File: config.mk
export PLATFORM = sky130hd
export DESIGN_NAME = aw_fifo_sync
export DESIGN_NICKNAME = d
export VERILOG_FILES = /design/src/rtl/aw_fifo_sync.sv
export SDC_FILE = /design/constraint.sdc
export NUM_CORES = 1
export LEC_CHECK = 0
export ABC_AREA = 1
export CAP_MARGIN = 20
export CORE_MARGIN = 10
export CORE_UTILIZATION = 35
export CTS_CLUSTER_SIZE = 16
export DETAILED_ROUTE_END_ITERATION = 10
export GPL_TIMING_DRIVEN = 0
export PLACE_DENSITY = 0.51
export SYNTH_ARGS = -nofsm -noshare
export SYNTH_HDL_FRONTEND = slang
export SYNTH_SLANG_ARGS = --single-unit
File: constraint.sdc
create_clock -name clk -period 5.2 [get_ports clk]
set_input_delay 1.04 -clock clk [delete_from_list [all_inputs] [get_ports clk]]
set_output_delay 1.04 -clock clk [all_outputs]
set_load 0.02 [all_outputs]
File: src/rtl/aw_fifo_sync.sv
// Single-clock FIFO for the AXI write-address channel, with a first-word-fall-through front entry.
// Optional same-cycle bypass of an empty FIFO when AW_FIFO_BYPASS_EN is defined.
module aw_fifo_sync #(
  parameter int ID_WIDTH   = 4,
  parameter int ADDR_WIDTH = 32,
  parameter int LEN_WIDTH  = 4,
  parameter int SIZE_WIDTH = 3,
  parameter int DEPTH      = 8,
  parameter int AF_THRESH  = 6
) (
  input  logic                       clk,
  input  logic                       rst,
  input  logic [ID_WIDTH-1:0]        AWID,
  input  logic [ADDR_WIDTH-1:0]      AWADDR,
  input  logic [LEN_WIDTH-1:0]       AWLEN,
  input  logic [SIZE_WIDTH-1:0]      AWSIZE,
  input  logic [1:0]                 AWBURST,
  input  logic                       AWVALID,
  output logic                       AWREADY,
  input  logic                       flush,
  output logic                       front_valid,
  input  logic                       front_ready,
  output logic [ID_WIDTH-1:0]        front_AWID,
  output logic [ADDR_WIDTH-1:0]      front_AWADDR,
  output logic [LEN_WIDTH-1:0]       front_AWLEN,
  output logic [SIZE_WIDTH-1:0]      front_AWSIZE,
  output logic [1:0]                 front_AWBURST,
  output logic [$clog2(DEPTH):0]     count,
  output logic                       almost_full
);

  localparam int PW = $clog2(DEPTH) + 1;
  localparam int DW = ID_WIDTH + ADDR_WIDTH + LEN_WIDTH + SIZE_WIDTH + 2;

  logic [DW-1:0] mem [DEPTH];
  logic [PW-1:0] wr_ptr, rd_ptr;
  logic [DW-1:0] in_data, mem_data, front_data;
  logic          full, empty, push, pop, bypass;

  assign in_data  = {AWID, AWADDR, AWLEN, AWSIZE, AWBURST};
  assign mem_data = mem[rd_ptr[PW-2:0]];

  // Pointers carry one extra wrap bit so full and empty are distinguishable.
  assign empty = (wr_ptr == rd_ptr);
  assign full  = (wr_ptr[PW-1] != rd_ptr[PW-1]) && (wr_ptr[PW-2:0] == rd_ptr[PW-2:0]);
  assign count = wr_ptr - rd_ptr;
  assign almost_full = (count >= PW'(AF_THRESH));

  assign AWREADY = !full && !flush;

`ifdef AW_FIFO_BYPASS_EN
  assign bypass = empty && AWVALID && !flush;
`else
  assign bypass = 1'b0;
`endif

  assign front_valid = !empty || bypass;
  assign front_data  = bypass ? in_data : mem_data;
  assign {front_AWID, front_AWADDR, front_AWLEN, front_AWSIZE, front_AWBURST} = front_data;

  // A bypassed entry taken in the same cycle never occupies a slot.
  assign push = AWVALID && AWREADY && !(bypass && front_ready);
  assign pop  = !empty && front_ready && !flush;

  always_ff @(posedge clk or posedge rst) begin
    if (rst) begin
      wr_ptr <= '0;
      rd_ptr <= '0;
    end else if (flush) begin
      wr_ptr <= '0;
      rd_ptr <= '0;
    end else begin
      if (push) wr_ptr <= wr_ptr + PW'(1);
      if (pop)  rd_ptr <= rd_ptr + PW'(1);
    end
  end

  always_ff @(posedge clk) begin
    if (push) mem[wr_ptr[PW-2:0]] <= in_data;
  end

endmodule

==> impl_metrics.env, run 1 <==
export IMPL_final_cell_mix="edfxtp_1, nor2_1, nand2_1, o21ai_1, o21ai_0"
export IMPL_wirelength_mm=38.71
export IMPL_synthAdderAreaFrac_pct=0.5617
export IMPL_synth_area_sq_mm=0.01470
export IMPL_synth_cell_types=23
export IMPL_synth_xor_area_share_pct=0.1787
export IMPL_muxShareOfSynthArea_pct=0
export IMPL_ant_nets=0
export IMPL_skew_ps=13.41
export IMPL_crit_fanout=10
export IMPL_viasPerCell=4.906
export IMPL_hold_buffers=0
export IMPL_syn_inst=1202
export IMPL_cts_tree="done"
export IMPL_syn_nets=1258
export IMPL_worst_pin_slew_ps=908.1
export IMPL_fin_crit_ps=4338
export IMPL_place_congestion=0.7480
export IMPL_cts_resized=0
export IMPL_ys_ff_latch=368
export IMPL_die_w_um=225.0
export IMPL_relSlewSlack_pct=39.32
export IMPL_finalHoldViolCount=0
export IMPL_cts_root_buf="clkbuf_16"
export IMPL_finalCritPeriodShare_pct=83.43
export IMPL_rsz0062_at_grt="false"
export IMPL_synthSimpleGateAreaFrac_pct=12.23
export IMPL_final_common_cell="edfxtp_1"
export IMPL_worstHoldPathType="register to register"
export IMPL_cts_setup_buffers=0
export IMPL_drtIter0Drc=738
export IMPL_cts_buffers=40
export IMPL_antenna_found_initial=1
export IMPL_cts_buffer_depth=3
export IMPL_p_per_area_mw_per_mm2=416.4
export IMPL_io_pins=102
export IMPL_initial_core_util_pct=35.21
export IMPL_drv_slew=0
export IMPL_synth_compound_gate_area_share_pct=9.327
export IMPL_hpwl_mm=25.36
export IMPL_cts_sink_count=368
export IMPL_crit_path_end_kind="output pin"
export IMPL_required_ps=4160
export IMPL_startpoint="rd_ptr[2]"
export IMPL_ff2ff_setup_slack_ps=1250
export IMPL_nNetsFinal=1424
export IMPL_diodes=0
export IMPL_clk_pin_slew_ps=60
export IMPL_cap_violations=0
export IMPL_setup_viol=0
export IMPL_criticalPathCategory="register to output pin"
export IMPL_vdd_ir_drop_worst_v=0.0002737
export IMPL_clock_latency_ps=530
export IMPL_reg2reg_depth=9
export IMPL_arrival_ps=3300
export IMPL_whs_endpoint="wr_ptr[3]"
export IMPL_avgSynthCellArea_sq_um=12.23
export IMPL_fp_dieH_um=225.0
export IMPL_final_area_sq_mm=0.01803
export IMPL_holdPathStages=2
export IMPL_grt_overflow_total=0
export IMPL_critPathMaxStageDelay_ps=690
export IMPL_wl_per_cell_um=20.03
export IMPL_status="completed"
export IMPL_die_area_sq_mm=0.05061
export IMPL_synth_top_family_by_area="simple AND/OR/NAND/NOR gates"
export IMPL_post_route_util_pct=43.18
export IMPL_cp_slowest_cell="clkdlybuf4s50_1"
export IMPL_pre_cts_ws_ps=1191
export IMPL_place_area_sq_mm=0.01679
export IMPL_r2r_start="rd_ptr[2]"
export IMPL_first_pass_iters=5
export IMPL_grt_pass1_wl_mm=58.91
export IMPL_area_growth_pct=22.64
export IMPL_worstPathCellList="inv_2, buf_1, ha_1, nand2_1, nor2_1, a21oi_1, clkdlybuf4s50_1"
export IMPL_min_delay_start="wr_ptr[3]"
export IMPL_drive_above_1_share_pct=7.819
export IMPL_yosysWarnings=0
export IMPL_max_freq_ghz=0.2305
export IMPL_seq_area_frac_synth_pct=74.89
export IMPL_reg2reg_to="mem[6][16]"
export IMPL_row_count=75
export IMPL_grt_start_max_net_pins=25
export IMPL_fin_ws_ps=861.8
export IMPL_remaining_drc_errors=0
export IMPL_critPathLaunchType="register"
export IMPL_grtUsageTotal_pct=15.29
export IMPL_htreeDepth=2
export IMPL_portBuffers=101
export IMPL_leakagePower_nw=6.219
export IMPL_first_global_vias=9695
export IMPL_vias=9484
export IMPL_coreArea_sq_mm=0.04176
## worst max path at each step
stage | end | cells after the start | slack [ps]
6_report | AWREADY | 7 | 860
5_1_grt | AWREADY | 7 | 670
3_3_place_gp | mem[3][18] | 8 | -3960
3_5_place_dp | mem[3][18] | 11 | 1190
2_1_floorplan | mem[1][0] | 8 | 30
4_1_cts | AWREADY | 7 | 780
## layer usage
layer | global-route usage, % | routed length [um] | vias to the layer above
met5 | 0 | 20 | -
met4 | 4.211 | 902 | 2
met3 | 2.576 | 1913 | 69
met2 | 24.89 | 18060 | 233
met1 | 20.69 | 17820 | 4591
li1 | - | - | 4589
## kinds of logic after synthesis
family | Yosys count
compound gates | 273
xor+xnor | 3
fa+ha+maj | 6
buf+inv | 85
flops | 368
simple gates | 467
## through the flow
step | power (mW) | setup TNS, ps | std cells | hold slack, ps
6_report | 7.509 | 0 | 1933 | 597.5
5_1_grt | 7.844 | 0 | 1933 | 636.2
4_1_cts | 7.599 | 0 | 1933 | 596.4
3_5_place_dp | 4.871 | 0 | 1865 | 593.1
3_3_place_gp | 4.852 | -814710 | 1842 | 565.0
2_1_floorplan | 4.204 | 0 | 1202 | 537.7
## final cells by class
class | count | area [sq um]
timing repair buffer | 124 | 1359
inverter | 15 | 56.30
clock inverter | 21 | 195.2
multi-input combinational | 749 | 3331
clock buffer | 47 | 1049
buffer | 70 | 357.8
fill | 3861 | 23730
tap | 539 | 674.4
sequential | 368 | 11010
## report_power, final
part	total, mW	switching, mW	internal (mW)
registers	3.33	0.0230	3.31
clock network	2.73	1.10	1.63
logic	1.45	0.928	0.521
total	7.51	2.05	5.46
## sequential cells by signal, indices dropped and copies added, names as in the netlist
signal	cells
wr_ptr	4
rd_ptr	4
mem	360
## worst max-delay path, delay by kind of cell, from the launching register on
kind | cells | cell delay, ps
fa+ha+maj | 1 | 390
buf+inv | 3 | 1460
flops | 1 | 450
compound gates | 1 | 320
simple gates | 2 | 150
## Yosys cell counts
master	n	area share [%]
edfxtp_1	360	74
nor2_1	276	7.0
nand2_1	164	4.2
o21ai_1	138	4.7
o21ai_0	132	4.5
clkbuf_1	25	0.64
buf_2	19	0.65
buf_1	17	0.43
nand3_1	17	0.58
inv_1	13	0.33
buf_6	8	0.61
dfrtp_1	8	1.4
ha_1	5	0.43
nand4_1	5	0.21
nor3_1	3	0.10
xor2_1	3	0.18
inv_2	2	0.051
nand3b_1	2	0.10
a21boi_0	1	0.051
a21oi_1	1	0.034
buf_8	1	0.10
fa_1	1	0.14
o211ai_1	1	0.051
Note: power is estimated with default switching activity, not from simulation.
==> inputs of run 2 (changes only) <==
--- a/config.mk
+++ b/config.mk
@@ -12,7 +12,7 @@
 export CTS_CLUSTER_SIZE = 16
 export DETAILED_ROUTE_END_ITERATION = 10
 export GPL_TIMING_DRIVEN = 0
-export PLACE_DENSITY = 0.51
+export PLACE_DENSITY = 0.49
 export SYNTH_ARGS = -nofsm -noshare
 export SYNTH_HDL_FRONTEND = slang
 export SYNTH_SLANG_ARGS = --single-unit
==> constraint.sdc (replaced) <==
create_clock -name clk -period 4.4 [get_ports clk]
set_input_delay 0.88 -clock clk [delete_from_list [all_inputs] [get_ports clk]]
set_output_delay 0.88 -clock clk [all_outputs]
set_load 0.02 [all_outputs]
==> impl_metrics.env, run 2 (same netlist as run 1, synthesis figures left out) <==
export IMPL_grt_overflow_total=0
export IMPL_crit_path_end_kind="output pin"
export IMPL_place_area_sq_mm=0.01680
export IMPL_viasPerCell=4.922
export IMPL_finalHoldViolCount=0
export IMPL_die_area_sq_mm=0.05061
export IMPL_required_ps=3520
export IMPL_drtIter0Drc=636
export IMPL_post_route_util_pct=43.45
export IMPL_first_global_vias=9641
export IMPL_coreArea_sq_mm=0.04176
export IMPL_drive_above_1_share_pct=8.155
export IMPL_htreeDepth=2
export IMPL_largest_reg_flops=360
export IMPL_cts_root_buf="clkbuf_16"
export IMPL_grtUsageTotal_pct=15.56
export IMPL_cts_resized=0
export IMPL_cts_tree="done"
export IMPL_cap_violations=0
export IMPL_remaining_drc_errors=0
export IMPL_diodes=0
export IMPL_portBuffers=101
export IMPL_cts_setup_buffers=0
export IMPL_criticalPathCategory="register to output pin"
export IMPL_grt_start_max_net_pins=26
export IMPL_io_pins=102
export IMPL_hpwl_mm=25.72
export IMPL_arrival_ps=3290
export IMPL_final_common_cell="edfxtp_1"
export IMPL_finalCritPeriodShare_pct=94.85
export IMPL_cts_sink_count=368
export IMPL_cts_buffer_depth=3
export IMPL_p_per_area_mw_per_mm2=499.8
export IMPL_grt_pass1_wl_mm=59.89
export IMPL_relSlewSlack_pct=43.51
export IMPL_first_pass_iters=5
export IMPL_crit_fanout=10
export IMPL_cts_buffers=42
export IMPL_wirelength_mm=39.28
export IMPL_antenna_found_initial=0
export IMPL_die_w_um=225.0
export IMPL_ant_nets=0
export IMPL_vias=9534
export IMPL_clock_latency_ps=540
export IMPL_vdd_ir_drop_worst_v=0.0002420
export IMPL_status="completed"
export IMPL_area_growth_pct=23.40
export IMPL_skew_ps=14.33
export IMPL_drv_slew=0
export IMPL_hold_buffers=0
export IMPL_rsz0062_at_grt="false"
export IMPL_final_area_sq_mm=0.01814
export IMPL_worstHoldPathType="input pin to asynchronous set/reset pin"
export IMPL_critPathLaunchType="register"
export IMPL_leakagePower_nw=6.269
export IMPL_worst_pin_slew_ps=842.8
export IMPL_initial_core_util_pct=35.21
export IMPL_whs_ps=606.3
export IMPL_wl_per_cell_um=20.28
export IMPL_clk_pin_slew_ps=60
export IMPL_row_count=75
export IMPL_max_freq_ghz=0.2396
export IMPL_fp_dieH_um=225.0
export IMPL_nNetsFinal=1426
export IMPL_fin_crit_ps=4173
export IMPL_setup_viol=0
export IMPL_final_cell_mix="edfxtp_1, nor2_1, nand2_1, o21ai_1, o21ai_0"
export IMPL_place_congestion=0.7375
## run 2: cell count changes in the layout (fill, tap and decap cells not counted)
cell,change
buf_8,+2
clkinv_2,+2
buf_6,-2
buf_16,+1
clkbuf_1,+5
inv_6,-2
buf_12,-1
clkinvlp_4,+1
clkbuf_16,+4
clkinv_1,-6
## run 2: final cells by class
| type | instances | area, sq um |
|---|---|---|
| flip-flops and latches | 368 | 11010 |
| plain buffers | 70 | 357.8 |
| repair buffers | 124 | 1374 |
| inverters | 15 | 56.30 |
| clock buffers | 56 | 1167 |
| fillers | 3830 | 23620 |
| clock inverters | 16 | 172.7 |
| multi-input cells | 749 | 3331 |
| well taps | 539 | 674.4 |
## run 2: where the power goes
part           total, mW  switching, mW  leakage (nW)  internal, mW
Sequential          3.94         0.0261          3.36          3.91
Combinational       1.71           1.10          2.26         0.616
Clock               3.42           1.34         0.648          2.08
## run 2: path summary, 6_finish.rpt
path	startpoint	cells after the start	endpoint	slack (ps)
min in group clk	wr_ptr[3]	2	wr_ptr[3]	610
worst max register to register	rd_ptr[2]	12	mem[3][16]	330
max in group asynchronous	rst	2	rd_ptr[3]	3520
worst max-delay path	rd_ptr[2]	7	AWREADY	230
worst min register to register	wr_ptr[3]	2	wr_ptr[3]	610
worst min-delay path	rst	2	wr_ptr[2]	610
## run 2: metrics by stage
step	setup slack (ps)	std cells	power, mW	TNS, ps
after floorplan	-772.5	1202	4.968	-104280
after global placement	-4622	1842	5.745	-1118030
after detailed placement	340.8	1865	5.762	0
after CTS	135.2	1937	9.187	0
after global routing	72.15	1937	9.471	0
final	226.7	1937	9.069	0
## run 2: critical path, stage by stage, from the launching register on
cell	delay [ps]
dfrtp_1	460
inv_2	280
buf_1	510
ha_1	390
nand2_1	80
nor2_1	70
a21oi_1	270
clkdlybuf4s50_1	670
## run 2: layer usage
layer  share of wire, %  global-route usage (%)
met4                1.6                   4.014
met1                 45                   20.72
met2                 48                   25.73
met3                5.2                   2.785
met5                  0                       0
==> inputs of run 3 (changes only) <==
--- a/config.mk
+++ b/config.mk
@@ -8,11 +8,12 @@
 export ABC_AREA = 1
 export CAP_MARGIN = 20
 export CORE_MARGIN = 10
-export CORE_UTILIZATION = 35
+export CORE_UTILIZATION = 40
 export CTS_CLUSTER_SIZE = 16
 export DETAILED_ROUTE_END_ITERATION = 10
+export DONT_BUFFER_PORTS = 1
 export GPL_TIMING_DRIVEN = 0
-export PLACE_DENSITY = 0.49
+export PLACE_DENSITY = 0.51
 export SYNTH_ARGS = -nofsm -noshare
 export SYNTH_HDL_FRONTEND = slang
 export SYNTH_SLANG_ARGS = --single-unit
==> impl_metrics.env, run 3 (same netlist as run 1, synthesis figures left out) <==
export IMPL_reg2reg_to="mem[2][31]"
export IMPL_hpwl_mm=25.03
export IMPL_crit_fanout=26
export IMPL_critPathLaunchType="register"
export IMPL_p_sw_mw=2.364
export IMPL_viasPerCell=5.225
export IMPL_grtUsageTotal_pct=17.33
export IMPL_hold_buffers=0
export IMPL_fp_dieH_um=211.7
export IMPL_area_growth_pct=15.06
export IMPL_skew_ps=17.18
export IMPL_sequentialPowerShare_pct=46.6
export IMPL_max_freq_ghz=0.2438
export IMPL_first_pass_iters=5
export IMPL_status="completed"
export IMPL_fin_crit_ps=4101
export IMPL_die_area_sq_mm=0.04483
export IMPL_setup_viol=0
export IMPL_ff_latch_area_sq_mm=0.01101
export IMPL_p_per_area_mw_per_mm2=499.4
export IMPL_reg2reg_depth=9
export IMPL_worst_pin_slew_ps=885.7
export IMPL_drive_above_1_share_pct=8.739
export IMPL_finalHoldViolCount=0
export IMPL_drtIter0Drc=547
export IMPL_fillers=3272
export IMPL_remaining_drc_errors=0
export IMPL_die_w_um=211.7
export IMPL_vdd_ir_drop_worst_v=0.0002975
export IMPL_p_int_mw=6.085
export IMPL_clk_pin_slew_ps=60
export IMPL_clock_latency_ps=530
export IMPL_cts_buffers=41
export IMPL_htreeDepth=2
export IMPL_cts_sink_count=368
export IMPL_largest_reg_flops=360
export IMPL_final_common_cell="edfxtp_1"
export IMPL_crit_path_end_kind="register"
export IMPL_final_cell_mix="edfxtp_1, nor2_1, nand2_1, o21ai_1, o21ai_0"
export IMPL_grt_pass1_wl_mm=58.29
export IMPL_finalNonFillerCells=1761
export IMPL_combPwrFrac_pct=16.3
export IMPL_tns_ps=0
export IMPL_portBuffers=0
export IMPL_ant_nets=0
export IMPL_io_pins=102
export IMPL_endpoint="mem[2][31]"
export IMPL_leakagePower_nw=5.804
export IMPL_swShare_pct=27.98
export IMPL_dp_cells=1693
export IMPL_multi_input_area_sq_mm=0.003356
export IMPL_nNetsFinal=1326
export IMPL_vias=9201
export IMPL_ff2ff_setup_slack_ps=300
export IMPL_wirelength_mm=38.96
export IMPL_cts_root_buf="clkbuf_16"
export IMPL_worstHoldPathType="input pin to asynchronous set/reset pin"
export IMPL_drv_slew=0
export IMPL_finalCritPeriodShare_pct=93.21
export IMPL_startpoint="rd_ptr[2]"
export IMPL_criticalPathCategory="register to register"
export IMPL_first_global_vias=9160
export IMPL_relSlewSlack_pct=40.63
export IMPL_cts_setup_buffers=0
export IMPL_finalPower_mw=8.449
export IMPL_cts_tree="done"
export IMPL_grt_overflow_total=0
export IMPL_row_count=70
export IMPL_cts_buffer_depth=3
export IMPL_arrival_ps=4320
export IMPL_pwr_share_clk_pct=37.0
export IMPL_wl_per_cell_um=22.12
export IMPL_r2r_start="rd_ptr[2]"
export IMPL_place_congestion=0.7758
export IMPL_rsz0062_at_grt="false"
export IMPL_initial_core_util_pct=40.35
export IMPL_required_ps=4620
export IMPL_grt_start_max_net_pins=27
export IMPL_antenna_found_initial=0
export IMPL_diodes=0
export IMPL_cap_violations=0
export IMPL_coreArea_sq_mm=0.03643
-- run 3: changes by cell type in the layout (fill, tap and decap cells not counted), sizes merged, moves of 2 or more --
cell / previous run / this run
clkdlybuf4s50: 101 / 0
nor2: 276 / 278
clkinv: 11 / 7
bufinv: 4 / 2
clkbuf: 81 / 78
inv: 15 / 17
-- run 3: timing repair --
action | in CTS | in global routing
gates cloned | 2 | 0
resized for setup | 1 | 1
pin swaps | 3 | 0
setup endpoints to repair | 24 | 111
-- run 3: area by class of cell --
type	instances	area share [%]
buffer	70	2.115
clock buffer	53	6.331
clock inverter	13	0.7174
inverter	15	0.3328
multi-input combinational	751	19.84
sequential	368	65.08
tap	468	3.461
timing repair buffer	23	2.123
-- run 3: metal layers --
| metal | routed length, um | vias up | track usage [%] |
|---|---|---|---|
| li1 | - | 4388 | - |
| met1 | 17230 | 4567 | 22.49 |
| met2 | 18760 | 202 | 28.76 |
| met3 | 2298 | 44 | 4.067 |
| met4 | 671 | 0 | 4.190 |
| met5 | 0 | - | 0 |
-- run 3: worst max-delay path, cell delays in order, from the launching register on --
cell and delay, ps:
dfrtp_1 450, inv_2 270, buf_1 550, ha_1 400, nand2_1 80, nor2_1 60, a21oi_1 660, nand3_4 410
nor2_4 590, buf_12 290
-- run 3: stage by stage --
| stage | instance area (sq um) | setup slack [ps] | utilization (%) | hold slack, ps |
|---|---|---|---|---|
| 2_1_floorplan | 14700 | -772.5 | - | 537.7 |
| 3_3_place_gp | 15290 | -4753 | 41.96 | 564.8 |
| 3_5_place_dp | 15700 | -47.51 | 43.09 | 579.7 |
| 4_1_cts | 16910 | 81.89 | 46.41 | 201.2 |
| 5_1_grt | 16920 | 72.01 | 46.43 | 215.9 |
| 6_report | 16920 | 298.6 | 46.43 | 206.3 |
-- run 3: power by group through the flow --
stage	clock network, mW	registers (mW)	logic (mW)
4_1_cts	3.19	3.94	1.41
6_report	3.13	3.94	1.38
2_1_floorplan	0	4.01	0.961
3_3_place_gp	0	4.02	1.37
5_1_grt	3.33	3.94	1.54
3_5_place_dp	0	4.01	1.40
-- run 3: how the worst min path moves through the flow --
stage	start	to	slack (ps)	cells after the start
after CTS	rst	wr_ptr[2]	200	1
after floorplan	wr_ptr[0]	wr_ptr[0]	540	2
after global routing	rst	wr_ptr[2]	220	1
final	rst	wr_ptr[2]	210	1
after detailed placement	wr_ptr[3]	wr_ptr[3]	580	2
after global placement	wr_ptr[3]	wr_ptr[3]	560	2
